[src/rtl/rf_pkg.sv]
// ============================================================================
// Module : rf_pkg
// Brief  : Shared defaults and select-range helper for the bypass register file
// Rev    : 1.0
// ============================================================================
`default_nettype none

package rf_pkg;

    localparam int C_DATA_W_DEFAULT   = 16;
    localparam int C_NUM_REGS_DEFAULT = 8;

    function automatic logic sel_in_range(input int sel, input int num_regs);
        return sel < num_regs;
    endfunction

endpackage

`default_nettype wire

[src/rtl/rf_bypass_reg.sv]
// ============================================================================
// Module : rf_bypass_reg
// Brief  : One register with write enable and scoreboard busy bit
// Rev    : 1.0
// ============================================================================
`default_nettype none

module rf_bypass_reg #(
    parameter int DATA_W         = 16,
    parameter bit HARDWIRED_ZERO = 1'b0
) (
    input  logic              clk,
    input  logic              rst,
    input  logic              wr_en_i,
    input  logic [DATA_W-1:0] wr_data_i,
    input  logic              busy_set_i,
    output logic [DATA_W-1:0] data_o,
    output logic              busy_o
);

    generate
        if (HARDWIRED_ZERO) begin : g_zero
            logic w_unused;
            assign w_unused = ^{clk, rst, wr_en_i, wr_data_i, busy_set_i};
            assign data_o   = '0;
            assign busy_o   = 1'b0;
        end else begin : g_reg
            logic [DATA_W-1:0] data_q, data_d;
            logic              busy_q, busy_d;

            // A reservation in the same cycle as the retiring write wins.
            always_comb begin
                data_d = wr_en_i ? wr_data_i : data_q;
                busy_d = busy_set_i ? 1'b1 : (wr_en_i ? 1'b0 : busy_q);
            end

            always_ff @(posedge clk) begin
                if (rst) begin
                    data_q <= '0;
                    busy_q <= 1'b0;
                end else begin
                    data_q <= data_d;
                    busy_q <= busy_d;
                end
            end

            assign data_o = data_q;
            assign busy_o = busy_q;
        end
    endgenerate

endmodule

`default_nettype wire

[src/rtl/rf_bypass_param.sv]
// ============================================================================
// Module : rf_bypass_param
// Brief  : Parameterised register file with write bypass and busy scoreboard
// Rev    : 1.0
// ============================================================================
`default_nettype none

module rf_bypass_param
    import rf_pkg::*;
#(
    parameter int DATA_W   = C_DATA_W_DEFAULT,
    parameter int NUM_REGS = C_NUM_REGS_DEFAULT,
    parameter int SEL_W    = $clog2(NUM_REGS),
    parameter bit BYPASS   = 1'b1,
    parameter bit ZERO_R0  = 1'b0
) (
    input  logic              clk,
    input  logic              rst,
    input  logic [SEL_W-1:0]  read1RegSel,
    input  logic [SEL_W-1:0]  read2RegSel,
    output logic [DATA_W-1:0] read1Data,
    output logic [DATA_W-1:0] read2Data,
    output logic              read1Busy,
    output logic              read2Busy,
    input  logic [SEL_W-1:0]  writeRegSel,
    input  logic [DATA_W-1:0] writeData,
    input  logic              writeEn,
    input  logic              busySetEn,
    input  logic [SEL_W-1:0]  busySetSel,
    output logic              err
);

    logic [DATA_W-1:0]            w_data [NUM_REGS];
    logic [NUM_REGS-1:0]          w_busy;
    logic [NUM_REGS-1:0]          w_wr_hit;
    logic [NUM_REGS-1:0]          w_set_hit;
    logic [1:0][SEL_W-1:0]        w_rd_sel;
    logic [1:0][DATA_W-1:0]       w_rd_data;
    logic [1:0]                   w_rd_busy;
    logic                         w_wr_legal;
    logic                         w_set_legal;
    logic                         err_q, err_d;

    assign w_wr_legal  = sel_in_range(32'(writeRegSel), NUM_REGS);
    assign w_set_legal = sel_in_range(32'(busySetSel), NUM_REGS);

    // Out-of-range selects never match any index, so they drop naturally.
    generate
        for (genvar i = 0; i < NUM_REGS; i++) begin : g_regs
            assign w_wr_hit[i]  = ~rst & writeEn   & (writeRegSel == SEL_W'(i));
            assign w_set_hit[i] = ~rst & busySetEn & (busySetSel  == SEL_W'(i));

            rf_bypass_reg #(
                .DATA_W         (DATA_W),
                .HARDWIRED_ZERO (ZERO_R0 && (i == 0))
            ) u_reg (
                .clk        (clk),
                .rst        (rst),
                .wr_en_i    (w_wr_hit[i]),
                .wr_data_i  (writeData),
                .busy_set_i (w_set_hit[i]),
                .data_o     (w_data[i]),
                .busy_o     (w_busy[i])
            );
        end
    endgenerate

    assign w_rd_sel = {read2RegSel, read1RegSel};

    generate
        for (genvar p = 0; p < 2; p++) begin : g_rd
            logic              w_legal, w_fwd, w_set_same, w_busy_sel;
            logic [DATA_W-1:0] w_data_sel;

            always_comb begin
                w_data_sel = '0;
                w_busy_sel = 1'b0;
                for (int i = 0; i < NUM_REGS; i++) begin
                    if (w_rd_sel[p] == SEL_W'(i)) begin
                        w_data_sel = w_data[i];
                        w_busy_sel = w_busy[i];
                    end
                end
            end

            assign w_legal    = sel_in_range(32'(w_rd_sel[p]), NUM_REGS);
            assign w_fwd      = BYPASS & writeEn & (writeRegSel == w_rd_sel[p]) & w_legal
                                & ~(ZERO_R0 & (w_rd_sel[p] == '0));
            assign w_set_same = busySetEn & (busySetSel == w_rd_sel[p]);

            // Reads show reset values for the whole time reset is held.
            assign w_rd_data[p] = rst ? '0 : (w_fwd ? writeData : w_data_sel);
            assign w_rd_busy[p] = ~rst & w_busy_sel & ~(w_fwd & ~w_set_same);
        end
    endgenerate

    assign read1Data = w_rd_data[0];
    assign read2Data = w_rd_data[1];
    assign read1Busy = w_rd_busy[0];
    assign read2Busy = w_rd_busy[1];

    assign err_d = ~rst & ((writeEn & ~w_wr_legal) | (busySetEn & ~w_set_legal));

    always_ff @(posedge clk) begin
        if (rst) begin
            err_q <= 1'b0;
        end else begin
            err_q <= err_d;
        end
    end

    assign err = err_q;

endmodule

`default_nettype wire

[config.mk]
export PLATFORM = sky130hd
export DESIGN_NAME = rf_bypass_param
export DESIGN_NICKNAME = d
export VERILOG_FILES = /design/src/rtl/rf_pkg.sv /design/src/rtl/rf_bypass_reg.sv /design/src/rtl/rf_bypass_param.sv
export SDC_FILE = /design/constraint.sdc
export NUM_CORES = 1
export LEC_CHECK = 0
export CORE_ASPECT_RATIO = 0.75
export CORE_MARGIN = 4
export CORE_UTILIZATION = 58
export CTS_CLUSTER_DIAMETER = 150
export DETAILED_ROUTE_END_ITERATION = 8
export HOLD_SLACK_MARGIN = 0.02
export MAX_ROUTING_LAYER = met4
export PLACE_DENSITY = 0.84
export SYNTH_ARGS = -nofsm -noshare
export SYNTH_HDL_FRONTEND = slang
export SYNTH_SLANG_ARGS = --single-unit
export TNS_END_PERCENT = 5
[constraint.sdc]
create_clock -name clk -period 3.3 [get_ports clk]
set_input_delay 0.33 -clock clk [delete_from_list [all_inputs] [get_ports clk]]
set_output_delay 0.33 -clock clk [all_outputs]
set_load 0.005 [all_outputs]
Word level (Yosys, flattened, before mapping)
Cells that the tools add are included.
- register bits: 136
- input bits: 32
- output and inout port bits: 35
- logic and storage cells: 145
- equal/unequal tests: 32
- muxes and demuxes: 52
- bitwise operators: 33
- reductions and logical operators: 12
- operators with widths (operator ; number):
    16-bit two-way mux ; 20
    3-bit == test (second input constant) ; 16
    1-bit two-way mux ; 32
    1-bit bitwise AND ; 28
    3-bit by 2-bit == test with 1-bit output (second input constant) ; 8
    2-bit nonzero test ; 8
    3-bit by 1-bit == test with 1-bit output (second input constant) ; 4
    3-bit == test ; 4
    3-bit logical NOT ; 4
    1-bit NOT ; 5

Logic depth before layout (Yosys ltp)
Gate-level depths: netlist of the first run.
- word-level depth: 11
- depth in mapped cells: 7
- gate-level depth less buffers: 5

By module
A second synthesis of the first run with hierarchy kept.
- cells, all modules: 970
- area, all modules: 8498.2 sq um
- by module, submodules not included (module ; instances ; cells an instance ; area an instance (sq um) ; sequential area each (sq um)):
    rf_bypass_reg ; 8 ; 56 ; 616.8 ; 340.3
    rf_bypass_param ; 1 ; 522 ; 3563.4 ; 0.0

Least setup slack after synthesis of the first run
Ideal clock, no wire load.
- path type: input to output
- start: input port read2RegSel[2]
- end: output port read2Data[6]
- arrival time: 1.421 ns
- path slack: 1.549 ns
- stages on the path: 5
- buffers on the path: 2
- path through: buf_4 -> buf_6 -> mux4_2 -> mux2i_1 -> a211oi_1
- longest elaborated chain between the ends: 11
- elaborated cells between the ends (all ways): 20
- ends and longest elaborated chain (what ; line ; RTL):
    start, declared ; rf_bypass_param.sv:20 ; input logic [SEL_W-1:0] read2RegSel,
    3-bit logical NOT ; - ;
    16-bit two-way mux (8 in series) ; rf_bypass_param.sv:79 ; if (w_rd_sel[p] == SEL_W'(i)) begin
    16-bit two-way mux (*) (2 in series) ; rf_bypass_param.sv:92 ; assign w_rd_data[p] = rst ? '0 : (w_fwd ? writeData : w_data_sel);
    end, declared ; rf_bypass_param.sv:22 ; output logic [DATA_W-1:0] read2Data,
Mark *: on every way between the ends. The rest lies on a longest branch, timed or not.

Worst setup path after layout of the first run
- start: input port read1RegSel[0]
- end: output port read1Data[4]
- longest elaborated chain between the ends: 11
- elaborated cells between the ends (all ways): 20
- ends and longest elaborated chain (what ; line ; RTL):
    start, declared ; rf_bypass_param.sv:19 ; input logic [SEL_W-1:0] read1RegSel,
    3-bit logical NOT ; - ;
    16-bit two-way mux (8 in series) ; rf_bypass_param.sv:79 ;
    16-bit two-way mux (*) (2 in series) ; rf_bypass_param.sv:92 ;
    end, declared ; rf_bypass_param.sv:21 ; output logic [DATA_W-1:0] read1Data,
Marked as above.

==> flow_metrics.env, run 1 <==
export IMPL_outcome="finished clean"
export IMPL_crit_chain="clkdlybuf4s50_1 -> nor2b_4 -> buf_4 -> nand2_1 -> a21boi_1 -> o221ai_1 -> a311oi_1 -> clkdlybuf4s50_1"
export IMPL_vias_per_cell=6.59
export IMPL_ir_drop_mv=0.390
export IMPL_ios=67
export IMPL_period_needed_ns=3.27
export IMPL_hpwl_um=16500
export IMPL_syn_avg_cell_area_um2=7.96
export IMPL_clock_latency_ns=0.43
export IMPL_syn_inst=989
export IMPL_root_buffer="clkbuf_16"
export IMPL_cp_max_fo=7
export IMPL_first_pass_iters=6
export IMPL_hold_class="input pin to register"
export IMPL_clockBufferDepth=2
export IMPL_cts_tree="yes"
export IMPL_slowest_delay_ns=0.73
export IMPL_setup_ws_ns=0.0281
export IMPL_grt_pass1_vias=7415
export IMPL_portBuffers=65
export IMPL_gp_congestion=0.911
export IMPL_clk_pin_slew_worst_paths_ns=0.06
export IMPL_synth_area_mm2=0.00787
export IMPL_crit_path_start_kind="input pin"
export IMPL_cap_viol_max_count=0
export IMPL_fin_nets=1046
export IMPL_p_leak_nw=3.06
export IMPL_ys_seq_area_share_pct=34.6
export IMPL_crit_slowest_cell="clkdlybuf4s50_1"
export IMPL_ys_warn_count=0
export IMPL_place_ws_ns=0.0860
export IMPL_dp_cells=1165
export IMPL_grt_max_degree=56
export IMPL_rsz0062_at_grt="no"
export IMPL_rows=36
export IMPL_fin_tns_setup_ns=0
export IMPL_cts_hold_buf=0
export IMPL_n_antenna_cell=0
export IMPL_slew_headroom_pct=58.2
export IMPL_num_vias=7890
export IMPL_cp_end_kind="output pin"
export IMPL_dieArea_mm2=0.0155
export IMPL_finalSetupViolCount=0
export IMPL_drv_slew=0
export IMPL_coreArea_mm2=0.0132
export IMPL_post_route_period_util_pct=99.1
export IMPL_yosys_cell_types_count=58
export IMPL_fmax_mhz=306
export IMPL_fin_skew_ns=0
export IMPL_finalNonFillerCells=1198
export IMPL_clock_sinks=136
export IMPL_routedWlPerCell_um=22.0
export IMPL_cts_made_buffers=17
export IMPL_grt_ovfl_total=0
export IMPL_drtIter0Drc=1292
export IMPL_drive_above_1_share_pct=12.9
export IMPL_worst_pin_slew_ns=0.626
export IMPL_grt_pass1_wl_um=41700
export IMPL_cp_common_cell="clkdlybuf4s50_1"
export IMPL_dieHeight_um=109
export IMPL_postRouteAntennaNets=0
export IMPL_p_per_area_mw_per_mm2=462
export IMPL_gr_usage_all_layers_pct=35.8
export IMPL_crit_required_ns=2.97
export IMPL_antenna_found_initial=0
export IMPL_fp_dieW_um=143
export IMPL_drcViolationCount=0
export IMPL_wirelength_um=26300
export IMPL_cp_arrival_ns=2.94
export IMPL_initial_core_util_pct=59.9
export IMPL_synth_nets=1021
export IMPL_finalHoldViolCount=0
export IMPL_final_util_pct=69.1
export IMPL_areaGrowthSynthToFinish_pct=15.4
export IMPL_crit_buf_inv=3
export IMPL_htree_levels=4
export IMPL_yosys_register_bits=136
export IMPL_criticalPathCategory="input pin to output pin"
export IMPL_path_delay_family="buffers and inverters"
[per-layer routing]
layer | part of all wire [%] | track usage (%) | vias to the layer above | routed length (um)
met5 | 0 | - | - | 0
li1 | - | - | 3504 | -
met1 | 39 | 47.4 | 3666 | 10100
met2 | 43 | 52.0 | 621 | 11400
met4 | 3.9 | 15.6 | 0 | 1030
met3 | 14 | 9.21 | 99 | 3750
[final timing paths]
kind / from / end / slack [ns] / cells after the start
setup / recovery: read1RegSel[0] / read1Data[4] / 0.03 / 8
hold / removal: rst / g_regs[4].u_reg.busy_o$_SDFFE_PP0P_ / 0.38 / 2
setup reg to reg: g_regs[7].u_reg.busy_o$_SDFFE_PP0P_ / g_regs[7].u_reg.busy_o$_SDFFE_PP0P_ / 2.57 / 2
hold reg to reg: g_regs[4].u_reg.data_o[3]$_SDFFE_PP0P_ / g_regs[4].u_reg.data_o[3]$_SDFFE_PP0P_ / 0.47 / 2
[kinds of logic (layout without fill, tap and decap cells)]
group           count (synthesis)  after routing  share of synthesized area (%)
simple gates                  393            393                           21.2
other cells                     1              1                         0.0476
mux                            78             78                           14.5
xor+xnor                       12             12                           1.34
flops                         136            136                           34.6
buf+inv                       109            147                           8.14
compound gates                260            260                           20.2
[cells in the mapped netlist (all sizes together)]
master / instances / area share (%)
a2111oi: 1 / 0.19
nor3b: 4 / 0.52
o311ai: 1 / 0.11
and2: 6 / 0.48
dfxtp: 136 / 35
a22oi: 7 / 0.67
o221ai: 13 / 1.4
nand4: 4 / 0.32
a311oi: 19 / 2.1
a211oi: 11 / 1.1
and3: 4 / 0.32
o21bai: 1 / 0.095
nand2b: 7 / 0.65
nor4: 1 / 0.16
a31oi: 3 / 0.24
o22ai: 13 / 1.0
nand2: 298 / 14
o32ai: 2 / 0.22
nor4bb: 2 / 0.25
clkbuf: 27 / 1.3
xnor2: 12 / 1.3
o21ai: 25 / 1.6
or2: 1 / 0.080
nor2: 42 / 2.0
nor2b: 10 / 0.89
a21o: 2 / 0.19
or3: 1 / 0.080
and3b: 2 / 0.22
nand3b: 2 / 0.19
nand3: 8 / 0.64
o31ai: 1 / 0.16
o211ai: 7 / 0.67
a21boi: 10 / 0.95
nor3: 1 / 0.064
o31a: 1 / 0.11
mux4: 28 / 8.0
buf: 76 / 6.6
mux2: 6 / 0.86
conb: 1 / 0.048
a32oi: 3 / 0.33
mux2i: 44 / 5.6
a21oi: 139 / 8.8
a2bb2oi: 1 / 0.11
inv: 6 / 0.29
[cells in the final DEF (no fill, tap or decap), types with 5 or more instances in the layout]
master           instances
nand2_1                295
a21oi_1                139
dfxtp_1                136
clkdlybuf4s50_1         60
mux2i_1                 44
buf_4                   42
nor2_1                  41
mux4_2                  28
o21ai_0                 23
a311oi_1                18
clkbuf_16               17
o22ai_1                 13
o221ai_1                13
xnor2_1                 12
a211oi_1                10
nor2b_1                  9
o211ai_1                 7
a22oi_1                  7
mux2_2                   6
nand3_1                  6
a21boi_1                 6
and2_1                   6
nand2b_1                 5
[area by class of cell]
class | count | area [um^2]
Multi-Input combinational cell | 744 | 4520
Fill cell | 1059 | 4060
Sequential cell | 136 | 2720
Timing Repair Buffer | 109 | 996
Clock buffer | 21 | 470
Tap cell | 171 | 214
Clock inverter | 11 | 145
Inverter | 6 | 22.5
[where the power goes]
part	switching, W	total [W]	leakage (nW)	internal (W)
Sequential	0.0000183	0.00168	1.10	0.00166
Clock	0.000766	0.00201	0.295	0.00125
Combinational	0.000300	0.000503	1.67	0.000203
Total	0.00108	0.00420	3.06	0.00311
[repair_timing]
item / 4_1_cts / 5_1_grt
buffers inserted: 1 / 0
endpoints found under the setup margin: 1 / 5
pin swaps: 0 / 0
gates resized for setup: 0 / 3
[state kept, by name, summed over array words and instances, names as in the netlist]
| name | flops |
|---|---|
| g_regs.u_reg.busy_o | 8 |
| g_regs.u_reg.data_o | 128 |
[per-stage QoR]
step | total power (W) | hold WS (ns) | instance area, um^2
floorplan | 0.00203 | 0.441 | 7870
global placement | 0.00219 | 0.454 | 8460
detailed placement | 0.00220 | 0.458 | 8460
CTS | 0.00417 | 0.375 | 9080
global route | 0.00431 | 0.395 | 9090
finish | 0.00420 | 0.376 | 9090
(Power assumes the default switching activity.)
==> run 2: changes to the inputs <==
RECOVER_POWER = 25   (was unset)
==> run 2 against run 1 <==
Non-clock buffer count unchanged. First-iteration DRC count increased by 3.2%. Clock skew stayed put. Power about the same. Utilization is 0.10 points lower. Sequential share of layout area is essentially flat. Cell count did not move. Critical path depth unchanged. Setup slack worse by 0.015 ns. Flip-flop and latch count is the same. Maximum frequency shrank 0.46%. Design area fell by 0.15%. Highest routed layer unchanged.
==> flow_metrics.env, run 2 (synthesis results as in run 1) <==
export IMPL_outcome="finished clean"
export IMPL_setup_ws_ns=0.0131
export IMPL_portBuffers=65
export IMPL_htree_levels=4
export IMPL_largest_reg_flops=128
export IMPL_drtIter0Drc=1333
export IMPL_p_per_area_mw_per_mm2=462
export IMPL_routedWlPerCell_um=22.0
export IMPL_dieArea_mm2=0.0155
export IMPL_clock_latency_ns=0.43
export IMPL_hpwl_um=16500
export IMPL_cp_end_kind="output pin"
export IMPL_clk_pin_slew_worst_paths_ns=0.06
export IMPL_cts_made_buffers=17
export IMPL_cp_common_cell="clkdlybuf4s50_1"
export IMPL_areaGrowthSynthToFinish_pct=15.3
export IMPL_stdcell_area_mm2=0.00907
export IMPL_post_route_period_util_pct=99.6
export IMPL_antenna_found_initial=0
export IMPL_period_needed_ns=3.29
export IMPL_vias_per_cell=6.61
export IMPL_grt_max_degree=56
export IMPL_num_vias=7921
export IMPL_finalNonFillerCells=1198
export IMPL_dp_cells=1165
export IMPL_worst_pin_slew_ns=1.29
export IMPL_slowest_delay_ns=0.73
export IMPL_crit_required_ns=2.97
export IMPL_fin_skew_ns=0
export IMPL_rows=36
export IMPL_fmax_mhz=304
export IMPL_cp_arrival_ns=2.96
export IMPL_slew_headroom_pct=14.2
export IMPL_drv_slew=0
export IMPL_first_pass_iters=6
export IMPL_crit_buf_inv=3
export IMPL_crit_path_start_kind="input pin"
export IMPL_n_fill_cell=1059
export IMPL_ios=67
export IMPL_cap_viol_max_count=0
export IMPL_final_util_pct=69.0
export IMPL_grt_pass1_vias=7415
export IMPL_fin_tns_setup_ns=0
export IMPL_dieHeight_um=109
export IMPL_finalHoldViolCount=0
export IMPL_grt_ovfl_total=0
export IMPL_root_buffer="clkbuf_16"
export IMPL_drcViolationCount=0
export IMPL_postRouteAntennaNets=0
export IMPL_p_leak_nw=3.04
export IMPL_n_antenna_cell=0
export IMPL_cts_tree="yes"
export IMPL_fin_nets=1046
export IMPL_ir_drop_mv=0.387
export IMPL_hold_class="input pin to register"
export IMPL_placed_area_mm2=0.00846
export IMPL_clockBufferDepth=2
export IMPL_crit_slowest_cell="clkdlybuf4s50_1"
export IMPL_wirelength_um=26300
export IMPL_path_delay_family="buffers and inverters"
export IMPL_place_ws_ns=0.0860
export IMPL_rsz0062_at_grt="no"
export IMPL_initial_core_util_pct=59.9
export IMPL_criticalPathCategory="input pin to output pin"
export IMPL_final_cell_mix="nand2_1 (296), a21oi_1 (139), dfxtp_1 (136)"
export IMPL_grt_pass1_wl_um=41700
export IMPL_crit_chain="clkdlybuf4s50_1 -> nor2b_4 -> buf_4 -> nand2_1 -> a21boi_1 -> o221ai_1 -> a311oi_1 -> clkdlybuf4s50_1"
export IMPL_final_common_cell="nand2_1"
export IMPL_cp_max_fo=7
export IMPL_gr_usage_all_layers_pct=35.8
export IMPL_gp_congestion=0.911
export IMPL_drive_above_1_share_pct=12.5
export IMPL_finalSetupViolCount=0
export IMPL_fp_dieW_um=143
export IMPL_coreArea_mm2=0.0132
export IMPL_clock_sinks=136
[run 2: cell count changes in the layout (fill, tap and decap cells not counted), sizes merged]
cell	previous run	this run
clkbuf	21	24
dlygate4sd3	0	2
clkdlybuf4s50	60	58
buf	49	46
[run 2: final timing paths]
| check | startpoint | endpoint | slack (ns) | cells after the start |
|---|---|---|---|---|
| hold reg to reg | g_regs[4].u_reg.data_o[3]$_SDFFE_PP0P_ | g_regs[4].u_reg.data_o[3]$_SDFFE_PP0P_ | 0.47 | 2 |
| setup reg to reg | g_regs[3].u_reg.busy_o$_SDFFE_PP0P_ | g_regs[3].u_reg.busy_o$_SDFFE_PP0P_ | 2.58 | 2 |
| hold / removal | rst | g_regs[4].u_reg.busy_o$_SDFFE_PP0P_ | 0.38 | 2 |
| setup / recovery | read1RegSel[0] | read1Data[4] | 0.01 | 8 |
[run 2: metal layers]
| layer | vias up | wire length (um) | GRT usage (%) |
|---|---|---|---|
| met5 | - | 0 | - |
| met4 | 0 | 1130 | 15.6 |
| met3 | 110 | 3800 | 9.21 |
| met2 | 612 | 11400 | 52.0 |
| met1 | 3699 | 9970 | 47.4 |
| li1 | 3500 | - | - |
[run 2: repair_timing]
| action | 4_1_cts | 5_1_grt |
|---|---|---|
| gates resized for setup | 0 | 3 |
| setup endpoints to repair | 1 | 5 |
| buffers inserted | 1 | 0 |
| gates cloned | 0 | 0 |
| hold buffers | 0 | 0 |
[run 2: worst reg2reg max path, cell delays in order, from the launching register on]
cell and delay, ns:
dfxtp_1 0.34, a32oi_1 0.19, nor2_1 0.06
[run 2: cell type report]
class                      instances  area, um^2  area share (%)
clock buffer                      21         470            5.18
clock inverter                    11         145            1.60
inverter                           6        22.5           0.248
multi-input combinational        744        4520            49.8
sequential                       136        2720            30.0
tap                              171         214            2.36
timing repair buffer             109         985            10.9
[run 2: per-stage QoR]
stage          hold slack [ns]  power (W)
2_1_floorplan            0.441    0.00203
3_3_place_gp             0.454    0.00219
3_5_place_dp             0.458    0.00220
4_1_cts                  0.375    0.00417
5_1_grt                  0.395    0.00431
6_report                 0.378    0.00420
[run 2: power by group]
part	internal [W]	leakage, nW	switching (W)	total (W)
clock network	0.00125	0.295	0.000765	0.00201
registers	0.00166	1.10	0.0000183	0.00168
logic	0.000202	1.65	0.000300	0.000502
total	0.00311	3.04	0.00108	0.00420
